--- src/rtl/axi_bfm_pkg.sv ---
// Shared types and helpers for the AXI read-burst BFM blocks.
package axi_bfm_pkg;

  localparam int unsigned AXI_4K = 4096;

  typedef enum logic [1:0] {
    IDLE  = 2'd0,
    ISSUE = 2'd1,
    DRAIN = 2'd2,
    DONE  = 2'd3
  } state_e;

  // Beats in the next burst: limited by remaining beats, max burst and the next 4KB boundary.
  function automatic logic [8:0] burst_len(input logic [63:0]   beats_left,
                                           input logic [11:0]   addr_lo,
                                           input int unsigned   align,
                                           input int unsigned   max_burst);
    logic [63:0] n;
    logic [63:0] to_4k;
    to_4k = (64'(AXI_4K) - 64'(addr_lo)) >> align;
    n     = beats_left;
    if (64'(max_burst) < n) n = 64'(max_burst);
    if (to_4k < n)          n = to_4k;
    return 9'(n);
  endfunction

endpackage

--- src/rtl/axi_rd_len_fifo.sv ---
// Small synchronous FIFO holding the arlen of every read burst in flight.
module axi_rd_len_fifo #(
  parameter int unsigned DEPTH = 4,
  parameter int unsigned WIDTH = 8
) (
  input  logic             clk,
  input  logic             rst_n,
  input  logic             push_i,
  input  logic             pop_i,
  input  logic [WIDTH-1:0] din_i,
  output logic [WIDTH-1:0] head_o,
  output logic             full_o,
  output logic             empty_o
);

  localparam int unsigned PW = (DEPTH > 1) ? $clog2(DEPTH) : 1;
  localparam int unsigned CW = $clog2(DEPTH + 1);

  logic [WIDTH-1:0] mem_q [DEPTH];
  logic [PW-1:0]    wr_ptr_q, rd_ptr_q;
  logic [CW-1:0]    cnt_q, cnt_d;
  logic             full_q, empty_q;
  logic             do_push, do_pop;

  assign do_push = push_i & ~full_q;
  assign do_pop  = pop_i & ~empty_q;
  assign head_o  = mem_q[rd_ptr_q];
  assign full_o  = full_q;
  assign empty_o = empty_q;

  always_comb begin
    cnt_d = cnt_q;
    if (do_push && !do_pop)      cnt_d = cnt_q + CW'(1);
    else if (!do_push && do_pop) cnt_d = cnt_q - CW'(1);
  end

  always_ff @(posedge clk) begin
    if (do_push) mem_q[wr_ptr_q] <= din_i;
  end

  always_ff @(posedge clk or negedge rst_n) begin
    if (!rst_n) begin
      wr_ptr_q <= '0;
      rd_ptr_q <= '0;
      cnt_q    <= '0;
      full_q   <= 1'b0;
      empty_q  <= 1'b1;
    end else begin
      if (do_push) wr_ptr_q <= wr_ptr_q + PW'(1);
      if (do_pop)  rd_ptr_q <= rd_ptr_q + PW'(1);
      cnt_q   <= cnt_d;
      full_q  <= (cnt_d == CW'(DEPTH));
      empty_q <= (cnt_d == '0);
    end
  end

endmodule

--- src/rtl/axi_rd_burst_gen.sv ---
// Splits a byte-granular read command into 4KB-safe INCR AR bursts and streams back the R data.
module axi_rd_burst_gen
  import axi_bfm_pkg::*;
#(
  parameter int unsigned DATA_WIDTH  = 512,
  parameter int unsigned ADDR_WIDTH  = 64,
  parameter int unsigned LEN_WIDTH   = 32,
  parameter int unsigned MAX_BURST   = 64,
  parameter int unsigned OUTSTANDING = 4
) (
  input  logic                  clk,
  input  logic                  rst_n,
  input  logic                  cmd_valid,
  output logic                  cmd_ready,
  input  logic [ADDR_WIDTH-1:0] cmd_addr,
  input  logic [LEN_WIDTH-1:0]  cmd_bytes,
  output logic [ADDR_WIDTH-1:0] araddr,
  output logic [7:0]            arlen,
  output logic                  arvalid,
  input  logic                  arready,
  input  logic [DATA_WIDTH-1:0] rdata,
  input  logic                  rlast,
  input  logic                  rvalid,
  output logic                  rready,
  output logic [DATA_WIDTH-1:0] out_data,
  output logic                  out_valid,
  input  logic                  out_ready,
  output logic                  out_last,
  output logic                  done,
  output logic                  err
);

  localparam int unsigned BYTES = DATA_WIDTH / 8;
  localparam int unsigned ALIGN = $clog2(BYTES);
  localparam int unsigned CW    = LEN_WIDTH - ALIGN + 1;
  localparam int unsigned OW    = $clog2(OUTSTANDING) + 1;

  state_e                state_q, state_d;
  logic [ADDR_WIDTH-1:0] addr_q, addr_d, araddr_q, araddr_d;
  logic [CW-1:0]         beats_left_q, beats_left_d, total_q, total_d;
  logic [CW-1:0]         rcv_cnt_q, rcv_cnt_d, bib_q, bib_d;
  logic [OW-1:0]         outst_q, outst_d;
  logic [7:0]            arlen_q, arlen_d;
  logic                  arvalid_q, arvalid_d, cmd_ready_q, cmd_ready_d;
  logic                  done_q, done_d, err_q, err_d;

  logic                  fifo_push, fifo_pop, fifo_full, fifo_empty;
  logic [7:0]            fifo_head;
  logic                  active, beat, ar_hs, cmd_hs, exp_last, rlast_dec;
  logic [8:0]            n;

  assign active    = (state_q != IDLE);
  assign rready    = out_ready & active;
  assign beat      = rvalid & rready;
  assign ar_hs     = arvalid_q & arready;
  assign cmd_hs    = cmd_valid & cmd_ready_q;
  assign exp_last  = !fifo_empty && (bib_q == CW'(fifo_head));
  assign rlast_dec = beat & rlast & (outst_q != '0);
  assign n         = burst_len(64'(beats_left_q), addr_q[11:0], ALIGN, MAX_BURST);

  assign out_data  = rdata;
  assign out_valid = rvalid & active;
  assign out_last  = out_valid & (rcv_cnt_q == total_q - CW'(1));

  assign cmd_ready = cmd_ready_q;
  assign araddr    = araddr_q;
  assign arlen     = arlen_q;
  assign arvalid   = arvalid_q;
  assign done      = done_q;
  assign err       = err_q;

  axi_rd_len_fifo #(
    .DEPTH (OUTSTANDING),
    .WIDTH (8)
  ) u_len_fifo (
    .clk     (clk),
    .rst_n   (rst_n),
    .push_i  (fifo_push),
    .pop_i   (fifo_pop),
    .din_i   (arlen_q),
    .head_o  (fifo_head),
    .full_o  (fifo_full),
    .empty_o (fifo_empty)
  );

  always_comb begin
    state_d      = state_q;
    addr_d       = addr_q;
    beats_left_d = beats_left_q;
    total_d      = total_q;
    rcv_cnt_d    = rcv_cnt_q;
    bib_d        = bib_q;
    outst_d      = outst_q;
    araddr_d     = araddr_q;
    arlen_d      = arlen_q;
    arvalid_d    = arvalid_q;
    err_d        = err_q;
    fifo_push    = 1'b0;
    fifo_pop     = 1'b0;

    unique case (state_q)
      IDLE: begin
        if (cmd_hs) begin
          addr_d       = cmd_addr;
          beats_left_d = CW'(cmd_bytes >> ALIGN);
          total_d      = CW'(cmd_bytes >> ALIGN);
          rcv_cnt_d    = '0;
          bib_d        = '0;
          err_d        = 1'b0;
          state_d      = (CW'(cmd_bytes >> ALIGN) == '0) ? DONE : ISSUE;
        end
      end
      ISSUE: begin
        if (ar_hs) begin
          addr_d       = addr_q + ((ADDR_WIDTH'(arlen_q) + ADDR_WIDTH'(1)) << ALIGN);
          beats_left_d = beats_left_q - (CW'(arlen_q) + CW'(1));
          arvalid_d    = 1'b0;
          fifo_push    = 1'b1;
          if (beats_left_d == '0) state_d = DRAIN;
        end else if (!arvalid_q && (outst_q < OW'(OUTSTANDING)) && !fifo_full &&
                     (beats_left_q != '0)) begin
          araddr_d  = addr_q;
          arlen_d   = 8'(n - 9'd1);
          arvalid_d = 1'b1;
        end
      end
      DRAIN: begin
        if (rcv_cnt_q == total_q) state_d = DONE;
      end
      DONE: begin
        state_d = IDLE;
      end
      default: state_d = IDLE;
    endcase

    // R beat bookkeeping: length check against the FIFO head, data always forwarded.
    if (beat) begin
      rcv_cnt_d = rcv_cnt_q + CW'(1);
      if (fifo_empty) begin
        err_d = 1'b1;
      end else begin
        if (rlast != exp_last) err_d = 1'b1;
        if (exp_last) begin
          fifo_pop = 1'b1;
          bib_d    = '0;
        end else begin
          bib_d = bib_q + CW'(1);
        end
      end
    end

    if (ar_hs && !rlast_dec)      outst_d = outst_q + OW'(1);
    else if (!ar_hs && rlast_dec) outst_d = outst_q - OW'(1);

    done_d      = (state_d == DONE);
    cmd_ready_d = (state_d == IDLE);
  end

  always_ff @(posedge clk or negedge rst_n) begin
    if (!rst_n) begin
      state_q      <= IDLE;
      addr_q       <= '0;
      beats_left_q <= '0;
      total_q      <= '0;
      rcv_cnt_q    <= '0;
      bib_q        <= '0;
      outst_q      <= '0;
      araddr_q     <= '0;
      arlen_q      <= '0;
      arvalid_q    <= 1'b0;
      cmd_ready_q  <= 1'b0;
      done_q       <= 1'b0;
      err_q        <= 1'b0;
    end else begin
      state_q      <= state_d;
      addr_q       <= addr_d;
      beats_left_q <= beats_left_d;
      total_q      <= total_d;
      rcv_cnt_q    <= rcv_cnt_d;
      bib_q        <= bib_d;
      outst_q      <= outst_d;
      araddr_q     <= araddr_d;
      arlen_q      <= arlen_d;
      arvalid_q    <= arvalid_d;
      cmd_ready_q  <= cmd_ready_d;
      done_q       <= done_d;
      err_q        <= err_d;
    end
  end

endmodule

--- config.mk ---
export PLATFORM = sky130hd
export DESIGN_NAME = axi_rd_burst_gen
export DESIGN_NICKNAME = d
export VERILOG_FILES = /design/src/rtl/axi_bfm_pkg.sv /design/src/rtl/axi_rd_len_fifo.sv /design/src/rtl/axi_rd_burst_gen.sv
export SDC_FILE = /design/constraint.sdc
export NUM_CORES = 1
export LEC_CHECK = 0
export BUFFER_PORTS_ARGS = -buffer_cell sky130_fd_sc_hd__buf_2
export CORE_AREA = 10 10 464 466
export CTS_BUF_LIST = sky130_fd_sc_hd__clkbuf_2 sky130_fd_sc_hd__clkbuf_4 sky130_fd_sc_hd__clkbuf_8
export DETAILED_ROUTE_END_ITERATION = 10
export DIE_AREA = 0 0 474 476
export HOLD_SLACK_MARGIN = 0.05
export PLACE_DENSITY = 0.36
export SLEW_MARGIN = 20
export SYNTH_ARGS = -nofsm -noshare
export SYNTH_HDL_FRONTEND = slang
export SYNTH_SLANG_ARGS = --single-unit
--- constraint.sdc ---
create_clock -name clk -period 7.84 [get_ports clk]
set_input_delay 1.176 -clock clk [delete_from_list [all_inputs] [get_ports clk]]
set_output_delay 1.176 -clock clk [all_outputs]
set_load 0.05 [all_outputs]
Word-level counts from Yosys, hierarchy flattened. Memory sizes are Yosys's and may differ from the RTL's. Index checks and enable logic that the tools add are counted.

Latch bits: 0. Logic and storage cells: 134. ROM bits: 0. Input port bits: 615. Memory bits (writable): 32. Memories kept: 1. Flip-flop bits (word level): 261.

Multiplexer cells: 40. Divide/modulo/power cells: 0. Eq/ne operators: 11. Shift-type cells: 0. Bitwise logic cells: 13. Reductions and logical operators: 33. $lt $le $gt $ge: 3. $mul: 0. Add/subtract/negate cells: 15.

Memories: u_len_fifo.mem_q (depth 4, width 8, read ports 1, clocked after memory_dff 0, write ports 1, RTL line axi_rd_len_fifo.sv:19) `logic [WIDTH-1:0] mem_q [DEPTH];`.

Operators by type and width (count): 27-bit 2-to-1 mux (11); 64-bit 2-to-1 mux (2); 64-bit case mux with 2 select lines (1); 64-bit by 15-bit adder with 64-bit output (1); 58-bit by 27-bit less-than comparator with 1-bit output (1); 27-bit by 1-bit adder with 27-bit output, second input constant (2); 27-bit logical NOT (2); 27-bit case mux with 2 select lines (1); 27-bit by 26-bit equality test with 1-bit output (1); 27-bit equality test (1); 27-bit by 8-bit equality test with 1-bit output (1); 7-bit by 27-bit less-than comparator with 1-bit output, first input constant (1); 27-bit nonzero test (1); 26-bit by 1-bit subtractor with 27-bit output, second input constant (1); 27-bit by 9-bit subtractor with 27-bit output (1); 8-bit by 1-bit adder with 9-bit output, second input constant (2); 1-bit 2-to-1 mux (14); 13-bit by 12-bit subtractor with 14-bit output, first input constant (1); 3-bit 2-to-1 mux (4); 2-bit nonzero test (6); 1-bit bitwise AND (10); 2-bit 2-to-1 mux (5); 1-bit logical AND (8); 8-bit 2-to-1 mux (1); 18 further kinds (36).

Logic depth before layout (Yosys ltp). An unclocked memory read counts as a cell.

Depth after elaboration: 11. Depth in mapped cells: 22. Gate-level depth less buffers: 19.

By module. From an unflattened synthesis, not the netlist that was laid out.

Cells, all modules: 2497. Area, all modules: 20948.8 um2.

Modules (own cells, without submodules): axi_rd_burst_gen (instances 1, area each 19244.7 um2, cells an instance 2400); axi_rd_len_fifo (instances 1, area each 1704.1 um2, cells an instance 97).

Worst setup path after synthesis. OpenSTA, ideal clock, no wires.

Kind: register to register. Start point: register addr_q[4]. End point: register arlen_q[4] (netlist: arlen[4]). Period minus slack after synthesis: 4.474 ns. Data arrival time: 4.338 ns. Data required time: 7.704 ns. Library setup time: 0.136 ns. Setup slack: 3.366 ns. Stages on the path, launching flop included: 21. Cells stage by stage: dfrtp_1 > or4_1 > or4_1 > or2_2 > nor3_2 > nor2_1 > ha_1 > a21o_1 > a21oi_1 > o21ai_0 > a21oi_1 > buf_2 > nor2_1 > a21oi_1 > ha_1 > inv_1 > or3_1 > a31oi_1 > o41ai_1 > mux2i_1 > o21ai_0.

Longest elaborated chain between the ends: 4.

RTL lines: from (decl) (RTL line axi_rd_burst_gen.sv:39) `logic [ADDR_WIDTH-1:0] addr_q, addr_d, araddr_q, araddr_d;`; from (signal assigned) (RTL line axi_rd_burst_gen.sv:176) `addr_q <= addr_d;`; 13-bit by 12-bit subtractor with 14-bit output (*) (RTL line axi_bfm_pkg.sv:20) `to_4k = (64'(AXI_4K) - 64'(addr_lo)) >> align;`; 58-bit by 27-bit less-than comparator with 1-bit output (RTL line axi_bfm_pkg.sv:23) `if (to_4k < n) n = to_4k;`; 8-bit 2-to-1 mux (*) (RTL line axi_bfm_pkg.sv:23); 8-bit by 1-bit subtractor with 8-bit output (*) (RTL line axi_rd_burst_gen.sv:123) `arlen_d = 8'(n - 9'd1);`; to (signal assigned) (RTL line axi_rd_burst_gen.sv:183) `arlen_q <= arlen_d;`; to (decl) (RTL line axi_rd_burst_gen.sv:43) `logic [7:0] arlen_q, arlen_d;`.

Mark *: on every way between the ends. The rest lies on a longest branch, timed or not. A chain may end at the register's enable or synchronous reset.

Worst setup path in the final report.
Start point: register total_q[0]. End point: output out_last.

Longest elaborated chain between the ends: 3.

RTL lines: from (decl) (RTL line axi_rd_burst_gen.sv:40) `logic [CW-1:0] beats_left_q, beats_left_d, total_q, total_d;`; from (signal assigned) (RTL line axi_rd_burst_gen.sv:178) `total_q <= total_d;`; 26-bit by 1-bit subtractor with 27-bit output (RTL line axi_rd_burst_gen.sv:63) `assign out_last = out_valid & (rcv_cnt_q == total_q - CW'(1));`; 27-bit equality test (RTL line axi_rd_burst_gen.sv:63); 1-bit bitwise AND (RTL line axi_rd_burst_gen.sv:63); to (decl) (RTL line axi_rd_burst_gen.sv:28) `output logic out_last,`.

Every way passes these cells.

==> impl_metrics.yaml <==
synthesis:
  yosys_warnings: 0
  synth_edf_count: 32
  synth_top_area_cell: "dfrtp_1"
  synth_cells: 2292
  avgSynthCellArea_um2: 8.88
  yosysUniqueCellTypes: 77
  synth_nets: 2945
  synth_top_flop_cell: "dfrtp_1"
  netlist_area_mm2: 0.0204
  yosys.area.top_type_share_pct: 32.0
  synth.area.top_cells: "dfrtp_1 (32%), buf_4 (19%), nand2_1 (4.8%)"
  ys_async_sr_fraction_pct: 89.1
  yosysSeqAreaShare_pct: 36.8
  synth-seq-cells: 293
timing:
  setup_ws_ps: 2530
  worstMarginPinSlew_ps: 1000
  setup_viol: 0
  slew_violations: 0
  finalHoldViolCount: 0
  fin_skew_ps: 69.8
  tns_ps: 0
  min_period_ps: 5310
  relSlewSlack_pct: 32.7
  timing.final.crit_share_pct: 67.7
  fmaxAchievable_mhz: 188
  rsz0062_at_grt: "no"
die:
  die-area_mm2: 0.226
  dieWidth_um: 474
  ios: 1206
  die_y_um: 476
  initial_core_util_pct: 9.88
  row_count: 167
  core_area_mm2: 0.206
critical_path:
  worst-path-max-fanout: 8
  cp-end-kind: "output port"
  path_cells: "inv_1 -> ha_1 -> nor3b_1 -> nand4_1 -> nor4_1 -> xor2_1 -> nor2_1 -> o2111ai_1 -> a211oi_1 -> and4_1 -> buf_2"
  worstPathBufferInverterCount: 2
  cp.required_ps: 6660
  arrival_ps: 4130
  start_kind: "register"
  critPathSlowestCell: "nor3b_1"
  slowest_delay_ps: 560
  cp_top_family: "simple AND/OR/NAND/NOR gates"
  worstSetupPathType: "reg -> out"
cts:
  clock_sinks: 293
  cts_resized: 0
  cts_tree: "built"
  cts-root-buf: "clkbuf_8"
  clock_latency_ps: 730
  cts_buffer_depth: 3
  htreeDepth: 2
  holdBufCountCts: 0
  postCtsSetupRepairBufs: 0
  cts_buffers: 57
  clk_pin_slew_ps: 60
global_route:
  track_usage_pct: 8.39
  overflow: 0
  grt_first_pass_wirelength_mm: 134
  grt_max_degree: 134
  antenna_found_initial: 37
  grt_pass1_vias: 15200
placed_design:
  place.gp.congestion: 0.729
  place_ws_ps: 2780
  port_buffers: 175
  dpl.cell_count: 4576
  place_hpwl_mm: 80.5
  dpl_cell_area_mm2: 0.0206
route:
  routedWlPerCell_um: 21.6
  drt_iter0_markers: 931
  wl_mm: 101
  ant_nets: 0
  via_count: 15100
  first_pass_iters: 5
  drc: 0
  avgViaCountPerCell: 3.22
run_status:
  status: "completed"
final_layout:
  syn2layout_area_growth_pct: 7.44
  fin_area_mm2: 0.0219
  drive_gt1_share_pct: 20.3
  fin_cells: 4687
  fin_nets: 2584
  n_fill_cell: 23900
job:
  cap_violations: 0
power_and_ir_drop:
  power.density_mw_per_mm2: 270
  ir_worst_vdd_v: 0.000167
  total_power_mw: 5.90
  leakagePower_nw: 8.52
min_path:
  holdCritPathClass: "in -> async"
cells in the mapped netlist, types with 15 or more instances:
cell type and n:
o22ai_1 23, dfrtp_1 260, and2_1 16, o21ai_0 130, ha_1 35, nand3_1 72, edfxtp_1 32, nor3_1 40
and3_1 29, o31ai_1 17, a211oi_1 21, nor2_1 122, xnor2_1 48, inv_1 31, mux2i_1 29, xor2_1 54
mux2_2 62, or3_1 15, a31oi_1 27, nand4_1 27, nand2_1 261, nor4_1 31, a21o_1 15, clkbuf_1 76
buf_4 512, a21oi_1 91
kinds of logic (layout without fill, tap and decap cells):
| family | Yosys count | after routing | share of synthesized area, % |
|---|---|---|---|
| XOR/XNOR | 102 | 102 | 4.39 |
| other | 0 | 5 | 0 |
| AND/OR/NAND/NOR | 696 | 696 | 16.7 |
| buffers and inverters | 643 | 329 | 21.4 |
| flip-flops | 293 | 293 | 36.8 |
| multiplexers | 93 | 93 | 5.08 |
| adder cells (fa/ha/maj) | 38 | 38 | 2.45 |
| AO/OA/AOI/OAI | 427 | 427 | 13.3 |
through the flow:
step / hold WS [ps] / util, %
floorplan: 446 / -
global placement: 452 / 9.98
detailed placement: 469 / 9.98
CTS: 421 / 10.6
global route: 441 / 10.6
finish: 453 / 10.6
cell type report:
cell class / instances / area, um^2 / area share [%]
timing repair buffer: 191 / 1020 / 4.66
clock inverter: 22 / 228 / 1.04
clock buffer: 84 / 1060 / 4.83
inverter: 32 / 120 / 0.549
multi-input combinational: 1356 / 8560 / 39.1
sequential: 293 / 7490 / 34.3
antenna: 5 / 12.5 / 0.0572
tap: 2704 / 3380 / 15.5
layout by cell type (no fill, tap or decap), drive strengths merged, types with 14 or more instances in the layout:
cell    netlist  layout
clkinv        0      14
nor2        122     122
nand4        27      27
and3         29      29
a31oi        27      27
nor3         43      43
a21o         15      15
inv          32      34
buf         535     191
clkbuf       76      84
or3          15      15
o31ai        18      18
and2         16      16
xor2         54      54
edfxtp       32      32
mux2         62      62
nand2       261     261
a21oi        92      92
o22ai        23      23
ha           35      35
nor4         32      32
xnor2        48      48
nand3        75      75
o21ai       136     136
dfrtp       260     260
mux2i        29      29
a211oi       22      22
worst paths after layout:
check	from	endpoint	slack, ps	cells after the start
max in group asynchronous	rst_n	rcv_cnt_q[16]$_DFFE_PN0P_	6090	2
max	total_q[0]$_DFFE_PN0P_	out_last	2530	11
min reg2reg	araddr[37]$_DFFE_PN0P_	araddr[37]$_DFFE_PN0P_	470	2
min	rst_n	araddr[45]$_DFFE_PN0P_	450	1
max reg2reg	addr_q[4]$_DFFE_PN0P_	arlen[4]$_DFFE_PN0P_	2780	19
min in group clk	araddr[37]$_DFFE_PN0P_	araddr[37]$_DFFE_PN0P_	470	2
layer usage:
layer  track usage [%]  up-vias  part of all wire, %
met5             0.925        -                 0.25
met4              3.61        8                  4.8
li1                  -     6787                    -
met1              8.18     7050                   34
met2              13.2      903                   45
met3              6.33      347                   16
sequential cells by signal, indices dropped and copies added, names as in the netlist, 8 cells and up:
register and cells:
arlen 8, araddr 64, total_q 26, addr_q 64, bib_q 27, rcv_cnt_q 27
beats_left_q 27, u_len_fifo.mem_q 32
where the power goes:
| group | switching (mW) | total [mW] | internal [mW] |
|---|---|---|---|
| clock network | 0.797 | 1.77 | 0.976 |
| logic | 1.32 | 2.07 | 0.754 |
| registers | 0.303 | 2.06 | 1.76 |
| total | 2.42 | 5.90 | 3.49 |
Power figures use the tool's default switching activity.
